===== config.mk =====
export PLATFORM = sky130hd
export DESIGN_NAME = pipe_hazard_ctrl
export DESIGN_NICKNAME = d
export VERILOG_FILES = /design/src/rtl/pipe_pkg.sv /design/src/rtl/fwd_select.sv /design/src/rtl/pipe_hazard_ctrl.sv
export SDC_FILE = /design/constraint.sdc
export NUM_CORES = 1
export LEC_CHECK = 0
export BUFFER_PORTS_ARGS = -buffer_cell sky130_fd_sc_hd__buf_2
export CORE_MARGIN = 10
export CORE_UTILIZATION = 51
export CTS_CLUSTER_SIZE = 10
export DETAILED_ROUTE_END_ITERATION = 7
export GPL_TIMING_DRIVEN = 0
export PLACE_DENSITY = 0.76
export SLEW_MARGIN = 15
export SYNTH_ARGS = -nofsm -noshare
export SYNTH_HDL_FRONTEND = slang
export SYNTH_SLANG_ARGS = --single-unit

===== constraint.sdc =====
create_clock -name clk -period 2.5 [get_ports clk]
set_input_delay 0.5 -clock clk [delete_from_list [all_inputs] [get_ports clk]]
set_output_delay 0.5 -clock clk [all_outputs]
set_load 0.1 [all_outputs]

===== src/rtl/pipe_pkg.sv =====
// Shared types and helpers for the 5-stage pipeline hazard/forwarding controller.
package pipe_pkg;

  localparam int RA_W = 5;

  localparam logic [1:0] FWD_RF  = 2'b00;
  localparam logic [1:0] FWD_WB  = 2'b01;
  localparam logic [1:0] FWD_MEM = 2'b10;

  typedef struct packed {
    logic            vld;
    logic [RA_W-1:0] rd;
    logic            wen;
    logic            load;
    logic            store;
    logic            mc;
    logic [RA_W-1:0] rs1;
    logic [RA_W-1:0] rs2;
  } stage_t;

  // Unused sources are carried as x0, so the rd != 0 test also covers the use flags.
  function automatic logic hit(input logic wr, input logic [RA_W-1:0] rd,
                               input logic [RA_W-1:0] src);
    return wr && (rd != '0) && (rd == src);
  endfunction

endpackage


===== src/rtl/fwd_select.sv =====
// Forward select for one EX operand; MEM (youngest) beats WB beats regfile.
// Purely combinational; forced to regfile when forwarding is disabled.
module fwd_select
  import pipe_pkg::*;
#(
  parameter bit FWD_EN = 1'b1
) (
  input  logic [RA_W-1:0] i_src,
  input  logic            i_mem_wr,
  input  logic [RA_W-1:0] i_mem_rd,
  input  logic            i_wb_wr,
  input  logic [RA_W-1:0] i_wb_rd,
  output logic [1:0]      o_sel
);

  always_comb begin
    o_sel = FWD_RF;
    if (FWD_EN) begin
      if (hit(i_mem_wr, i_mem_rd, i_src))     o_sel = FWD_MEM;
      else if (hit(i_wb_wr, i_wb_rd, i_src))  o_sel = FWD_WB;
    end
  end

endmodule


===== src/rtl/pipe_hazard_ctrl.sv =====
// Hazard, forwarding and flush control for the IF/ID/EX/MEM/WB pipeline.
// Tracks EX/MEM/WB occupancy; stall/flush/forward outputs are combinational from that state.
module pipe_hazard_ctrl
  import pipe_pkg::*;
#(
  parameter int REG_AW = 5,
  parameter bit FWD_EN = 1'b1,
  parameter int MC_LAT = 4
) (
  input  logic              clk,
  input  logic              rst_n,
  input  logic              id_valid,
  input  logic [REG_AW-1:0] id_rs1,
  input  logic [REG_AW-1:0] id_rs2,
  input  logic              id_use_rs1,
  input  logic              id_use_rs2,
  input  logic [REG_AW-1:0] id_rd,
  input  logic              id_reg_wen,
  input  logic              id_is_load,
  input  logic              id_is_mc,
  input  logic              id_is_store,
  input  logic              mem_redirect,
  output logic              stall_if,
  output logic              stall_id,
  output logic              bubble_ex,
  output logic              stall_ex,
  output logic              flush_id,
  output logic              flush_ex,
  output logic [1:0]        fwd_a,
  output logic [1:0]        fwd_b,
  output logic [1:0]        fwd_st,
  output logic [REG_AW-1:0] ex_rd,
  output logic [REG_AW-1:0] mem_rd,
  output logic [REG_AW-1:0] wb_rd,
  output logic              wb_wen
);

  localparam int            CW       = $clog2(MC_LAT);
  localparam logic [CW-1:0] CNT_LOAD = CW'(MC_LAT - 1);

  stage_t          r_ex, r_mem, r_wb, w_id;
  logic [CW-1:0]   r_cnt;
  logic [RA_W-1:0] w_id_rs1, w_id_rs2, w_b_src, w_st_src;
  logic            w_ex_wr, w_mem_wr, w_wb_wr;
  logic            w_busy, w_redirect, w_raw;
  logic            w_unused;

  assign w_id_rs1 = id_use_rs1 ? RA_W'(id_rs1) : '0;
  assign w_id_rs2 = id_use_rs2 ? RA_W'(id_rs2) : '0;

  always_comb begin
    w_id = '0;
    if (id_valid) begin
      w_id.vld   = 1'b1;
      w_id.rd    = RA_W'(id_rd);
      w_id.wen   = id_reg_wen;
      w_id.load  = id_is_load;
      w_id.store = id_is_store;
      w_id.mc    = id_is_mc;
      w_id.rs1   = w_id_rs1;
      w_id.rs2   = w_id_rs2;
    end
  end

  assign w_ex_wr  = r_ex.vld  & r_ex.wen;
  assign w_mem_wr = r_mem.vld & r_mem.wen;
  assign w_wb_wr  = r_wb.vld  & r_wb.wen;

  // A redirect only counts when MEM actually holds the resolving branch.
  assign w_redirect = mem_redirect & r_mem.vld;
  assign w_busy     = (r_cnt != '0);

  always_comb begin
    w_raw = 1'b0;
    if (id_valid) begin
      if (FWD_EN) begin
        w_raw = r_ex.load && (hit(w_ex_wr, r_ex.rd, w_id_rs1) || hit(w_ex_wr, r_ex.rd, w_id_rs2));
      end else begin
        w_raw = hit(w_ex_wr,  r_ex.rd,  w_id_rs1) || hit(w_ex_wr,  r_ex.rd,  w_id_rs2) ||
                hit(w_mem_wr, r_mem.rd, w_id_rs1) || hit(w_mem_wr, r_mem.rd, w_id_rs2) ||
                hit(w_wb_wr,  r_wb.rd,  w_id_rs1) || hit(w_wb_wr,  r_wb.rd,  w_id_rs2);
      end
    end
  end

  assign stall_ex  = w_busy & ~w_redirect;
  assign stall_id  = (w_busy | w_raw) & ~w_redirect;
  assign stall_if  = stall_id;
  assign bubble_ex = w_raw & ~w_busy & ~w_redirect;
  assign flush_id  = w_redirect;
  assign flush_ex  = w_redirect;

  always_ff @(posedge clk or negedge rst_n) begin
    if (!rst_n) begin
      r_ex  <= '0;
      r_mem <= '0;
      r_wb  <= '0;
      r_cnt <= '0;
    end else begin
      r_wb <= r_mem;
      if (w_redirect) begin
        r_mem <= '0;
        r_ex  <= '0;
        r_cnt <= '0;
      end else if (w_busy) begin
        r_mem <= '0;
        r_cnt <= r_cnt - CW'(1);
      end else begin
        r_mem <= r_ex;
        r_ex  <= w_raw ? '0 : w_id;
        r_cnt <= (!w_raw && w_id.vld && w_id.mc) ? CNT_LOAD : '0;
      end
    end
  end

  // Store data travels on its own select, so rs2 is steered to exactly one of b/st.
  assign w_b_src  = r_ex.store ? '0 : r_ex.rs2;
  assign w_st_src = r_ex.store ? r_ex.rs2 : '0;

  fwd_select #(.FWD_EN(FWD_EN)) u_fwd_a (
    .i_src(r_ex.rs1), .i_mem_wr(w_mem_wr), .i_mem_rd(r_mem.rd),
    .i_wb_wr(w_wb_wr), .i_wb_rd(r_wb.rd), .o_sel(fwd_a));

  fwd_select #(.FWD_EN(FWD_EN)) u_fwd_b (
    .i_src(w_b_src), .i_mem_wr(w_mem_wr), .i_mem_rd(r_mem.rd),
    .i_wb_wr(w_wb_wr), .i_wb_rd(r_wb.rd), .o_sel(fwd_b));

  fwd_select #(.FWD_EN(FWD_EN)) u_fwd_st (
    .i_src(w_st_src), .i_mem_wr(w_mem_wr), .i_mem_rd(r_mem.rd),
    .i_wb_wr(w_wb_wr), .i_wb_rd(r_wb.rd), .o_sel(fwd_st));

  assign ex_rd  = r_ex.rd[REG_AW-1:0];
  assign mem_rd = r_mem.rd[REG_AW-1:0];
  assign wb_rd  = r_wb.rd[REG_AW-1:0];
  assign wb_wen = w_wb_wr;

  // Downstream stages keep the full record for debug visibility only.
  assign w_unused = ^{r_ex.mc, r_mem, r_wb};

endmodule


==> flow_summary_export.csv, run 1 <==
group,metric,value,unit
timing,setup-tns-final,-0.210,ns
cts,cts_buffer_depth,2,
timing,hold_viol_final,0,
die,ios,53,
pwr,p_int,2.02,mW
logic_synthesis,synth.distinct_cells,40,
die,die_w,86.8,um
timing,setup_violations,4,
place,dpl.hpwl,4510,um
pwr,combPwrFrac,64.3,%
place,place_ws,-0.259,ns
timing,period_share,104,%
cts,cts_num_sinks,35,
grt,grt_pass1_vias,2061,
grt,use_met1,20.1,%
critical_path,crit_fanout,5,
critical_path,cp.required,2.00,ns
critical_path,startpoint_type,"flop",
grt,antenna_found_initial,0,
logic_synthesis,syn_inst,269,
timing,setup_ws,-0.106,ns
detailed_routing,drtIter0Drc,150,
layout,drive_gt1_share,40.0,%
critical_path,r2r_slack,0.55,ns
run_status,run_status,"complete, but fails checks",
detailed_routing,drcViolationCount,0,
place,placed_cell_area,0.00271,mm^2
pwr,powerDensity,1390,mW/mm^2
timing,maxSlewViolCount,0,
critical_path,startpoint,"ex_rd[3]",
pwr,power_frac_seq,23.3,%
timing,rsz0062_at_grt,"yes",
grt,busiest_layer,"met2",
pwr,p_switching,2.32,mW
grt,use_met2,28.6,%
grt,grt_util_met3,5.35,%
logic_synthesis,yosys-top-cells-area,"dfrtp_1 (38%), nand2_1 (6.8%), buf_4 (6.6%)",
logic_synthesis,synth.net_count,294,
die,die_h,86.8,um
cts,clk_pin_slew,0.07,ns
cts,cts_tree,"yes",
die,start_util,52.3,%
run_status,violations,"setup timing",
detailed_routing,viasPerCell,5.52,
critical_path,cp-end-kind,"output pin",
die,core,0.00435,mm^2
cts,worstSkewPairLatency,0.29,ns
layout,nets,359,
detailed_routing,drtAntennaViolNets,0,
logic_synthesis,synth_warnings,0,
logic_synthesis,postSynthAreaPerCell,8.47,um^2
layout,fin_cells,387,
grt,grtUsageTotal,16.9,%
die,rows,24,
logic_synthesis,ys_seq_area_share,38.5,%
logic_synthesis,syn_area,0.00228,mm^2
layout,antenna_cells,0,
cts,cts-buffers-inserted,5,
layout,stdcell_area,0.00312,mm^2
cts,postCtsHoldBufs,0,
timing,slew_headroom,49.5,%
critical_path,criticalPathCategory,"flop to output pin",
pwr,p_clk_share,12.4,%
pwr,peakVddDrop,1.42,mV
timing,period_minus_slack,2.61,ns
layout,areaGrowthSynthToFinish,36.9,%
timing,max_freq,384,MHz
grt,overflow,0,
grt,grt_pass1_wl,10300,um
critical_path,reg2reg_from,"ex_rd[3]",
logic_synthesis,ys_seq_elements,35,
detailed_routing,num_vias,2138,
cts,cts_root_buffer,"clkbuf_8",
die,die-area,0.00754,mm^2
job,cap_viol_max_count,0,
place,io_buffers,51,
layout,nFillCells,323,
detailed_routing,wl,6340,um
detailed_routing,wl_per_cell,16.4,um
logic_synthesis,synth_largest_area_cell,"dfrtp_1",
pwr,power,4.34,mW
pwr,p_sw_share,53.5,%
timing,tightestPinTransition,0.758,ns
grt,grt_max_degree,36,
logic_synthesis,synth_top_area_share,38.5,%
timing,skew,0.00325,ns
place,place_inst,372,
critical_path,arrival,2.11,ns
cts,h-tree-depth,2,
place,gp_congestion,0.869,
pwr,p_leak,1.43,nW
hold_path,worstHoldPathType,"input pin to async pin",
detailed_routing,firstDrtPassIters,4,
-- metrics by stage --
step,utilization [%],hold slack [ns]
finish,71.6,0.271
detailed placement,62.2,0.366
floorplan,-,0.204
CTS,68.3,0.306
global route,71.6,0.319
global placement,62.2,0.361
-- logic make-up (layout without fill, tap and decap cells) --
logic type | count (synthesis) | in the layout | synth area share, %
flops | 35 | 35 | 38.5
simple gates | 108 | 108 | 24.5
compound gates | 56 | 56 | 15.9
buf+inv | 44 | 110 | 11.2
xor+xnor | 26 | 26 | 10.0
-- placed cells by master, fill, tap and decap left out, drive strengths merged, types with 3 or more instances in the layout --
cell	Yosys	layout
nand3	13	13
xor2	10	10
clkbuf	10	14
inv	3	3
a22oi	3	3
xnor2	16	16
o21ai	29	29
nor4bb	8	8
and3	9	9
nor3	8	8
a31oi	6	6
o31ai	4	4
nand2	41	41
buf	31	91
nor2	16	16
dfrtp	35	35
-- worst paths after layout --
check                      endpoint  cells past startpoint
max                        stall_if                      8
min                        wb_rd[1]                      1
max reg2reg                 r_ex[6]                      9
min reg2reg                r_wb[13]                      0
max in group asynchronous   r_ex[0]                      1
min in group clk           r_wb[13]                      0
-- power by group through the flow --
stage / combinational, mW / clock, mW / sequential (mW)
after floorplan: 2.23 / 0 / 0.910
after detailed placement: 2.60 / 0 / 0.964
after global routing: 2.97 / 0.570 / 1.04
final: 2.79 / 0.539 / 1.01
after global placement: 2.56 / 0 / 0.959
after CTS: 2.69 / 0.537 / 0.995
-- repair_timing --
item / 4_1_cts / 5_1_grt
resized for setup: 34 / 27
pin swaps: 8 / 6
setup buffers: 4 / 7
setup endpoints to repair: 8 / 9
-- flip-flops by register name (all words and copies together), names as in the netlist --
register,flops
mem_rd,5
r_wb,2
wb_rd,5
ex_rd,5
r_ex,14
r_cnt,2
r_mem,2
-- cell type report --
type                    count  area, um^2  share of cell area (%)
clock buffers               6        82.6                    2.65
well taps                  52        65.1                    2.09
clock inverters             2        35.0                    1.12
flip-flops and latches     35         882                    28.3
repair buffers             62         437                    14.0
plain buffers              37         282                    9.03
multi-input cells         190        1320                    42.4
inverters                   3        11.3                   0.361
-- Yosys cell counts --
master      n
dfrtp_1    35
buf_4      20
o31ai_2     2
nand3b_1    2
nand4_1     2
and4_1      1
and4b_1     1
o21ai_0    28
a31oi_1     6
nor4_2      1
nor2_1     16
xor2_1     10
buf_2      11
o32ai_1     2
inv_1       3
o2bb2ai_1   1
nor4bb_1    8
nand3_1    13
o21a_1      1
o2bb2ai_2   1
a311oi_1    1
nor2b_1     1
o21ai_1     1
clkbuf_1   10
and3_1      9
o211ai_1    1
a22oi_1     3
nand2_1    41
and4bb_2    1
o31ai_1     2
xnor2_1    16
nor3_1      8
a2bb2oi_1   2
or3_1       1
nand2b_1    1
o22ai_1     1
a31o_2      1
and2_1      2
o221ai_1    1
a21oi_1     2
-- worst max-delay path: stages (launching register included) --
cell and delay [ns]:
dfrtp_1 0.39, buf_6 0.14, nor4_4 0.33, o221ai_2 0.15, o21ai_2 0.17, o2bb2ai_4 0.16
a31o_4 0.20, buf_6 0.10, buf_12 0.16
-- metal layers --
layer / vias to the layer above / wire, um
met5: - / 0
met4: 0 / 130
met3: 14 / 401
met2: 70 / 3230
met1: 1006 / 2570
li1: 1048 / -
Note: power is estimated with default switching activity, not from simulation.
==> inputs of run 2 (changes only) <==
--- a/config.mk
+++ b/config.mk
@@ -5,7 +5,7 @@
 export SDC_FILE = /design/constraint.sdc
 export NUM_CORES = 1
 export LEC_CHECK = 0
-export BUFFER_PORTS_ARGS = -buffer_cell sky130_fd_sc_hd__buf_2
+export BUFFER_PORTS_ARGS = -buffer_cell sky130_fd_sc_hd__buf_4
 export CORE_MARGIN = 10
 export CORE_UTILIZATION = 51
 export CTS_CLUSTER_SIZE = 10
==> constraint.sdc (replaced) <==
create_clock -name clk -period 3.1 [get_ports clk]
set_input_delay 0.62 -clock clk [delete_from_list [all_inputs] [get_ports clk]]
set_output_delay 0.62 -clock clk [all_outputs]
set_load 0.1 [all_outputs]
==> run 2 against run 1 <==
Effect of this change: the flow now finishes without violations; global-route usage shrank 1.0 points; cell area shrank 7.7%; clock skew is essentially flat; critical path type unchanged; largest power group unchanged.
==> flow_summary_export.csv, run 2 (synthesized netlist as in run 1, its figures left out) <==
group,metric,value,unit
place,placed_cell_area,0.00276,mm^2
layout,nFillCells,380,
place,dpl.hpwl,4420,um
timing,setup_violations,0,
detailed_routing,drcViolationCount,0,
die,die-area,0.00754,mm^2
place,io_buffers,51,
cts,cts_buffer_depth,2,
die,rows,24,
run_status,run_status,"completed",
critical_path,startpoint_type,"flop",
die,ios,53,
timing,tightestPinTransition,0.487,ns
timing,skew,0.00282,ns
timing,hold_viol_final,0,
critical_path,cp_slowest_cell,"dfrtp_1",
place,gp_congestion,0.924,
layout,top_register,"r_ex",
layout,multiInputGateArea,0.00118,mm^2
die,core,0.00435,mm^2
detailed_routing,num_vias,2060,
layout,final_cell_mix,"buf_4 (70), nand2_1 (41), dfrtp_1 (35), o21ai_0 (28)",
critical_path,crit_fanout,10,
critical_path,slowest_delay,0.37,ns
pwr,powerDensity,1130,mW/mm^2
place,place_inst,372,
detailed_routing,wl,5640,um
detailed_routing,drtAntennaViolNets,0,
critical_path,arrival,2.38,ns
layout,antenna_cells,0,
cts,cts_root_buffer,"clkbuf_8",
layout,layout.cells.most_common,"buf_4",
timing,max_freq,333,MHz
cts,clk_pin_slew,0.07,ns
pwr,p_leak,1.35,nW
die,start_util,52.3,%
grt,grtUsageTotal,15.8,%
hold_path,worstHoldPathType,"input pin to async pin",
layout,areaGrowthSynthToFinish,26.3,%
timing,rsz0062_at_grt,"no",
timing,slew_headroom,67.5,%
cts,h-tree-depth,2,
critical_path,criticalPathCategory,"flop to output pin",
detailed_routing,firstDrtPassIters,4,
cts,cts-buffers-inserted,5,
die,die_h,86.8,um
cts,postCtsSetupRepairBufs,0,
die,die_w,86.8,um
layout,nets,352,
detailed_routing,wl_per_cell,14.8,um
cts,cts_num_sinks,35,
grt,antenna_found_initial,0,
timing,maxSlewViolCount,0,
layout,fin_cells,380,
pwr,peakVddDrop,0.645,mV
grt,overflow,0,
critical_path,cp-end-kind,"output pin",
cts,cts_tree,"yes",
layout,drive_gt1_share,30.8,%
layout,stdcell_area,0.00288,mm^2
detailed_routing,drtIter0Drc,105,
grt,grt_max_degree,36,
critical_path,cp.required,2.48,ns
layout,final_core_util,66.1,%
timing,period_minus_slack,3.00,ns
layout,seq_area,876,um^2
grt,grt_pass1_vias,2094,
layout,largest_reg_flops,14,
pwr,power,3.26,mW
job,cap_viol_max_count,0,
cts,worstSkewPairLatency,0.29,ns
timing,period_share,96.8,%
grt,grt_pass1_wl,9720,um
detailed_routing,viasPerCell,5.42,
critical_path,crit_chain,"buf_2 > nor4_2 > o221ai_1 > o21ai_1 > o2bb2ai_2 > buf_4 > and2_1 > buf_6",
run 2: power by group:
group | total (mW) | internal (mW) | switching, mW
logic | 2.08 | 0.635 | 1.45
clock network | 0.408 | 0.239 | 0.169
registers | 0.765 | 0.614 | 0.151
run 2: final cells by class:
class	instances	area share [%]
multi-input cells	190	41.1
flip-flops and latches	35	30.4
repair buffers	51	13.4
plain buffers	41	8.44
clock buffers	5	2.39
well taps	52	2.26
clock inverters	3	1.52
inverters	3	0.391
run 2: what timing repair did:
action | CTS | global route
hold buffers | 0 | 0
hold endpoints to repair | 0 | 0
endpoints found under the setup margin | 0 | 1
resized for setup | 0 | 1
run 2: critical path: cells and delay by family (launching register included):
family                 cells  cell delay (ns)
flip-flops                 1             0.37
buffers and inverters      3             0.64
AO/OA/AOI/OAI              3             0.56
AND/OR/NAND/NOR            2             0.51
run 2: worst paths after layout:
path | start | end | slack [ns] | cells after the start
max in group asynchronous | rst_n | r_ex[9] | 2.54 | 1
hold reg to reg | r_mem[13] | r_wb[13] | 0.38 | 0
hold / removal | rst_n | r_ex[13] | 0.26 | 1
setup reg to reg | ex_rd[0] | ex_rd[4] | 1.17 | 7
setup / recovery | ex_rd[0] | bubble_ex | 0.1 | 8
min in group clk | r_mem[13] | r_wb[13] | 0.38 | 0
run 2: layer usage:
layer  GRT usage (%)  part of all wire (%)  vias up
li1                -                     -     1032
met1            16.9                    39      950
met2            25.9                    49       68
met3            7.22                   9.6       10
met4            7.51                   1.9        0
met5               0                     0        -
run 2: stage by stage:
step | hold WS [ns] | TNS (ns) | setup WS (ns)
global route | 0.290 | 0 | 0.0128
global placement | 0.364 | 0 | 0.285
CTS | 0.269 | 0 | 0.0955
finish | 0.260 | 0 | 0.100
floorplan | 0.324 | -0.635 | -0.635
detailed placement | 0.365 | 0 | 0.281
